===== src/rtl/pipe_skid_stage.sv =====
// Two-entry skid buffer stage: decouples upstream ready from downstream ready.
// Latency: 1 cycle from push to valid_o when empty; full throughput with ready_i held high.
// Backpressure: ready_o is registered, drops only when both MAIN and SKID are occupied.
//
// Ports:
//   clk_i, rst_i (async, active-low), flush_i (sync, empties the stage)
//   valid_i/ready_o/data_i   : upstream handshake and payload
//   valid_o/ready_i/data_o   : downstream handshake and payload (data_o driven by MAIN)
//   count_o                  : occupancy 0..2
//   stall_cnt_o              : saturating count of cycles with valid_o=1 and ready_i=0
module pipe_skid_stage #(
  parameter int DATA_W = 32,
  parameter int CNT_W  = 16
) (
  input  logic              clk_i,
  input  logic              rst_i,
  input  logic              flush_i,
  input  logic              valid_i,
  output logic              ready_o,
  input  logic [DATA_W-1:0] data_i,
  output logic              valid_o,
  input  logic              ready_i,
  output logic [DATA_W-1:0] data_o,
  output logic [1:0]        count_o,
  output logic [CNT_W-1:0]  stall_cnt_o
);

  typedef enum logic [1:0] {
    ST_EMPTY = 2'd0,
    ST_ONE   = 2'd1,
    ST_TWO   = 2'd2
  } state_t;

  localparam logic [CNT_W-1:0] STALL_MAX = {CNT_W{1'b1}};

  state_t            state_q, state_d;
  logic [DATA_W-1:0] main_q,  main_d;
  logic [DATA_W-1:0] skid_q,  skid_d;
  logic              valid_q, valid_d;
  logic              ready_q, ready_d;
  logic [1:0]        count_q, count_d;
  logic [CNT_W-1:0]  stall_q, stall_d;

  logic push;
  logic pop;

  // Handshakes use the registered outputs only, so ready_o never sees ready_i.
  assign push = valid_i & ready_q;
  assign pop  = valid_q & ready_i;

  always_comb begin
    state_d = state_q;
    main_d  = main_q;
    skid_d  = skid_q;

    case (state_q)
      ST_EMPTY: begin
        if (push) begin
          main_d  = data_i;
          state_d = ST_ONE;
        end
      end
      ST_ONE: begin
        if (push && pop) begin
          main_d = data_i;
        end else if (push) begin
          skid_d  = data_i;
          state_d = ST_TWO;
        end else if (pop) begin
          state_d = ST_EMPTY;
        end
      end
      ST_TWO: begin
        // ready_o is low here, so no push can coincide with this state.
        if (pop) begin
          main_d  = skid_q;
          state_d = ST_ONE;
        end
      end
      default: begin
        state_d = ST_EMPTY;
      end
    endcase

    // Flush wins over any handshake in the same cycle; the pushed word is lost.
    if (flush_i) begin
      state_d = ST_EMPTY;
      main_d  = '0;
      skid_d  = '0;
    end
  end

  // Outputs are registered copies derived from the next state.
  always_comb begin
    ready_d = (state_d != ST_TWO);
    valid_d = (state_d != ST_EMPTY);
    case (state_d)
      ST_ONE:  count_d = 2'd1;
      ST_TWO:  count_d = 2'd2;
      default: count_d = 2'd0;
    endcase
  end

  // Stall accounting ignores flush: it observes the downstream interface only.
  always_comb begin
    stall_d = stall_q;
    if (valid_q && !ready_i && (stall_q != STALL_MAX)) begin
      stall_d = stall_q + 1'b1;
    end
  end

  always_ff @(posedge clk_i or negedge rst_i) begin
    if (!rst_i) begin
      state_q <= ST_EMPTY;
      main_q  <= '0;
      skid_q  <= '0;
      valid_q <= 1'b0;
      ready_q <= 1'b0;
      count_q <= 2'd0;
      stall_q <= '0;
    end else begin
      state_q <= state_d;
      main_q  <= main_d;
      skid_q  <= skid_d;
      valid_q <= valid_d;
      ready_q <= ready_d;
      count_q <= count_d;
      stall_q <= stall_d;
    end
  end

  assign ready_o     = ready_q;
  assign valid_o     = valid_q;
  assign data_o      = main_q;
  assign count_o     = count_q;
  assign stall_cnt_o = stall_q;

endmodule


===== config.mk =====
export PLATFORM = sky130hd
export DESIGN_NAME = pipe_skid_stage
export DESIGN_NICKNAME = d
export VERILOG_FILES = /design/src/rtl/pipe_skid_stage.sv
export SDC_FILE = /design/constraint.sdc
export NUM_CORES = 1
export LEC_CHECK = 0
export CAP_MARGIN = 15
export CORE_ASPECT_RATIO = 1.5
export CORE_UTILIZATION = 40
export DETAILED_ROUTE_END_ITERATION = 8
export PLACE_DENSITY_LB_ADDON = 0.3
export SYNTH_ARGS = -nofsm -noshare
export SYNTH_HDL_FRONTEND = slang
export SYNTH_SLANG_ARGS = --single-unit

===== constraint.sdc =====
create_clock -name clk_i -period 1.9 [get_ports clk_i]
set_input_delay 0.19 -clock clk_i [delete_from_list [all_inputs] [get_ports clk_i]]
set_output_delay 0.19 -clock clk_i [all_outputs]
set_load 0.005 [all_outputs]

* After elaboration in Yosys (flattened, before gate mapping)
Cells that the tools add are included.
Word-level totals: bits in registers 86
Cells by class: add/sub/neg operators 1, multiplexer cells 16, reduce and logical (&&, ||, !) cells 11, eq/ne operators 10, bitwise operators 2
Operator list (count):
- $mux W32 | 7
- $pmux W32 S3 | 1
- $add A16 B1 Y16 const B | 1
- $ne A16 B16 Y1 const B | 1
- $mux W2 | 6
- $ne A3 B3 Y1 const B | 3
- $pmux W2 S3 | 1
- $reduce_bool A2 Y1 | 3
- $eq A2 B1 Y1 const B | 2
- $eq A2 B2 Y1 const B | 2
- $ne A2 B2 Y1 const B | 2
- $pmux W2 S2 | 1
- $reduce_and A4 Y1 | 1
- $reduce_bool A4 Y1 | 1
- $logic_and A1 B1 Y1 | 3
- $reduce_and A3 Y1 | 1
- $and A1 B1 Y1 | 2
- $logic_not A2 Y1 | 1
- $logic_not A1 Y1 | 1

* Logic depth before layout (Yosys ltp)
depth in word-level cells 8, depth in mapped cells 8

* Worst setup path before layout
Ideal clock, no wire load.
path type register to register, from register state_q[0], to register main_q[0], in the netlist data_o[0], arrival time 1.512 ns, cell stages (with the launch flop) 9, clock period less this slack 1.650 ns, buffers on the path 3, path slack 0.250 ns, cells stage by stage dfrtp_1 -> inv_1 -> ha_1 -> buf_2 -> a22oi_4 -> and2_0 -> buf_2 -> buf_2 -> a211oi_1
Between the ends: word-level cells in the longest chain between the ends 3
RTL lines:
- from (decl) | line 36 | state_t state_q, state_d;
- from (signal assigned) | line 122 | state_q <= state_d;
- $eq A2 B1 Y1 (tied with other cells) | line 56 | case (state_q)
- $ne A3 B3 Y1 (no source line) (tied with other cells)
- $reduce_and A4 Y1 (no source line) / $mux W32 (equally long branches)
- to (signal assigned) | line 123 | main_q <= main_d;
- to (decl) | line 37 | logic [DATA_W-1:0] main_q, main_d;
Several ways; a longest one is shown, not always the timed one. A chain may end at the register's enable or synchronous reset.

* Final worst setup path
from register state_q[0], to register valid_q, in the netlist valid_o
RTL lines:
- $eq A2 B2 Y1 (tied with other cells) | line 56
- $pmux W2 S3 (*) | line 56
- $mux W2 (*) | line 86 | if (flush_i) begin
- net state_d[1] | line 36
- $reduce_bool A2 Y1 (*) | line 96 | valid_d = (state_d != ST_EMPTY);
- net valid_d | line 39 | logic valid_q, valid_d;
- to (signal assigned) | line 125 | valid_q <= valid_d;
- to (decl) | line 39
Mark *: on every way through the listed nets, which the timed path passes. The rest lies on a longest branch.

==> metrics list <==
- At the worst endpoint, the required time is 2160 ps.
- After detailed routing, the average wire length per cell comes to 16.3 µm.
- Fraction of layout instances using a drive strength above 1: 0.0937
* DRC: 5
- The mapped netlist covers 4090 µm².
- The worst path needs 1790 ps of the cycle, external delays included.
* Number of hold-slack violations in the final timing report: 0
* Top cells by area in the synthesized netlist: sky130_fd_sc_hd__dfrtp_1, sky130_fd_sc_hd__a21oi_1, sky130_fd_sc_hd__mux2i_1
* Number of flip-flops and latches in the synthesized netlist: 86
- CTS tree: done
- Boundary pin count: 89
- Max-Slew Margin vs Limit: 0.555
- Largest incremental delay on the critical path: 430 ps
- Number of distinct library cells after synthesis: 42
* Max Slew Vio Count: 0
- Across the VDD grid, the largest voltage drop is 0.560 mV.
- Placeable core area: 9800 µm²
* Status: complete, but fails checks
* Post-synthesis to final-layout area growth: 32.3%
* DP Area: 5140 µm²
- Total Wirelength: 9900 µm
- Die Y: 126 µm
- Cells after synthesis: 400
* Post-DP HPWL: 6900 µm
* Highest fanout seen on the critical path: 5
* Port Buf Inserts: 88
- In the final design database the tool counted 530 nets.
- The count of nets left with antenna violations once routing finished came out at 0.
- The number of nets handed over by synthesis was 442.
- In this run the clock root is driven by a sky130_fd_sc_hd__clkbuf_16.
* Seq/Total Area, Yosys: 0.526
* Global-route wire length before repair: 16,300 µm
- The initial antenna violation count came to 0.
- Signal arrival time at the worst endpoint: 2050 ps
- Starting utilization of the core area: 0.417
* Most frequent cell after synthesis: sky130_fd_sc_hd__dfrtp_1
* Area of the multi-input gates: 1800 µm²
* Critical Path End Type: register
* Final instance area: 5410 µm²
- Among all flip-flop cells after synthesis, the most frequent one is sky130_fd_sc_hd__dfrtp_1.
* Library cell appearing most often on the critical path: sky130_fd_sc_hd__or2_2
- Drt initial violations: 293
- The number of gates resized after CTS was 0.
- Peak clock frequency supported by timing: 558 MHz
* Worst hold slack after final layout: 189 ps
- At the end of routability-driven placement, the weighted congestion stood at 0.777.
- Maximum level of the CTS H-tree: 3
- Setup TNS: 0 ps
- Power density over the cells: 1010 nW/µm²
* GRT Util Overall: 0.198
- Total leakage power: 0.00224 µW
- Sequential standard cell area: 2150 µm²
* Layer with the highest usage: met2
- Num CTS Buffers: 9
- After synthesis, the mean cell area works out to 10.2 µm².
- Met3 track demand over resource in global routing: 0.0321
* Async set or reset register ratio after synthesis: 1.00
- Yosys printed 0 warnings.
* Via/cell ratio: 5.45
* Crit-path cells: ha_1 > or2_2 > or2_2 > o2bb2ai_1 > o21bai_1
- Final worst clock skew: 3.98 ps
- The critical path is of the register to register type.
- Setup violations remaining at the end of the flow were counted as 0.
- Of the available clock period, the critical path in the final layout requires 0.943.
* Unrepaired setup endpoints after global routing: no
* Most area-hungry cell type in the Yosys netlist: sky130_fd_sc_hd__dfrtp_1
- Across the run, the number of max-cap violations was 0.
* Fraction of synthesized cell area taken by the top area cell type: 0.526
- Type of the most critical hold path: input pin to register
- After global routing the overflow that remains totals 0.
- For this run, global-route usage on met2 was measured as 0.353.
* Launching element type of the critical path: register
- Maximum clock path buffer count: 2
* Top cells by instance count after synthesis: sky130_fd_sc_hd__dfrtp_1, sky130_fd_sc_hd__nand2_1, sky130_fd_sc_hd__a21oi_1
* Met1 capacity usage during global routing: 0.238
- Number of synthesized flops with an enable pin: 0
* Number of global-route vias before repair: 3,245
- Slowest library cell on the worst path: sky130_fd_sc_hd__dfrtp_1
- Filler cells: 877
- Clock latency reported for the late side of the worst-skew pair: 330 ps
* Maximum number of pins on one net before global-route repair: 65
* Transition time of the tightest slew-check pin: 667 ps
- Row generation in the floorplan step produced 44 rows.
* Pre-Repair DR Iteration Count: 6
- After clock tree synthesis, the clock-pin slew on the worst setup and hold paths is 60 ps.
* Via count of the routed design: 3,304
- Clock sink count: 86
* Antenna cells: 0
* Die Span X: 84.5 µm
- Failing checks: DRC
- The floorplan step defined a die boundary enclosing 10,600 µm².
- Overall power after layout: 5470 µW
-- worst max-delay path, delay by kind of cell (launching register included) --
kind | cells | cell delay (ps)
flops | 1 | 430
compound gates | 2 | 450
fa+ha+maj | 1 | 220
simple gates | 2 | 630
-- state kept, by name (all words and copies together), names as in the netlist --
register,flops
valid_o,1
skid_q,32
count_o,2
data_o,32
stall_cnt_o,16
state_q,2
ready_o,1
-- power breakdown --
group          total [µW]  switching [µW]  internal (µW)
Combinational        1580             735            841
Sequential           2330             231           2100
Clock                1560             662            903
Total                5470            1630           3840
-- what timing repair did --
item,4_1_cts,5_1_grt
hold buffers,1,0
setup buffers,0,0
hold endpoints to repair,40,0
-- cells by family after synthesis --
group,synth area share
AOI/OAI and AO/OA,0.159
xor gates and xnor gates,0.0300
adders and majority gates,0.0178
buffers and inverters,0.0364
DFF,0.526
muxes,0.0848
and+or+nand+nor,0.145
-- placed cells by master (no fill, tap or decap), drive strengths merged, types with 6 or more instances in the layout --
cell type,instances
a21oi,65
xor2,8
clkbuf,12
nand2,71
a211oi,32
buf,20
mux2i,32
nand3,10
clkdlybuf4s50,86
xnor2,6
dfrtp,86
nor2,9
nand4,7
-- through the flow --
stage / setup slack (ps) / utilization / cells
6_report: 109 / 0.552 / 606
5_1_grt: 6.05 / 0.552 / 606
4_1_cts: 105 / 0.552 / 606
3_5_place_dp: 58.6 / 0.525 / 591
3_3_place_gp: 107 / 0.525 / 591
2_1_floorplan: 250 / - / 400
-- layer usage --
| layer | wire, µm | vias to the layer above |
|---|---|---|
| li1 | - | 1590 |
| met1 | 4080 | 1624 |
| met2 | 5300 | 77 |
| met3 | 327 | 13 |
| met4 | 195 | 0 |
| met5 | 0 | - |
-- area by class of cell --
type | count | share of cell area
Tap cell | 115 | 0.0266
Multi-Input combinational cell | 280 | 0.332
Clock buffer | 12 | 0.0456
Timing Repair Buffer | 107 | 0.193
Inverter | 4 | 0.00278
Sequential cell | 86 | 0.398
Clock inverter | 2 | 0.00185
-- final timing paths --
kind / startpoint / to / slack, ps / depth (start not counted)
setup / recovery: state_q[0] / valid_o / 110 / 5
hold / removal: flush_i / state_q[0] / 190 / 3
setup reg to reg: state_q[0] / valid_o / 110 / 5
hold reg to reg: skid_q[14] / skid_q[14] / 520 / 2
max in group asynchronous: rst_i / data_o[0] / 910 / 3
min in group asynchronous: rst_i / stall_cnt_o[7] / 390 / 2
Note: power is estimated with default switching activity, not from simulation.
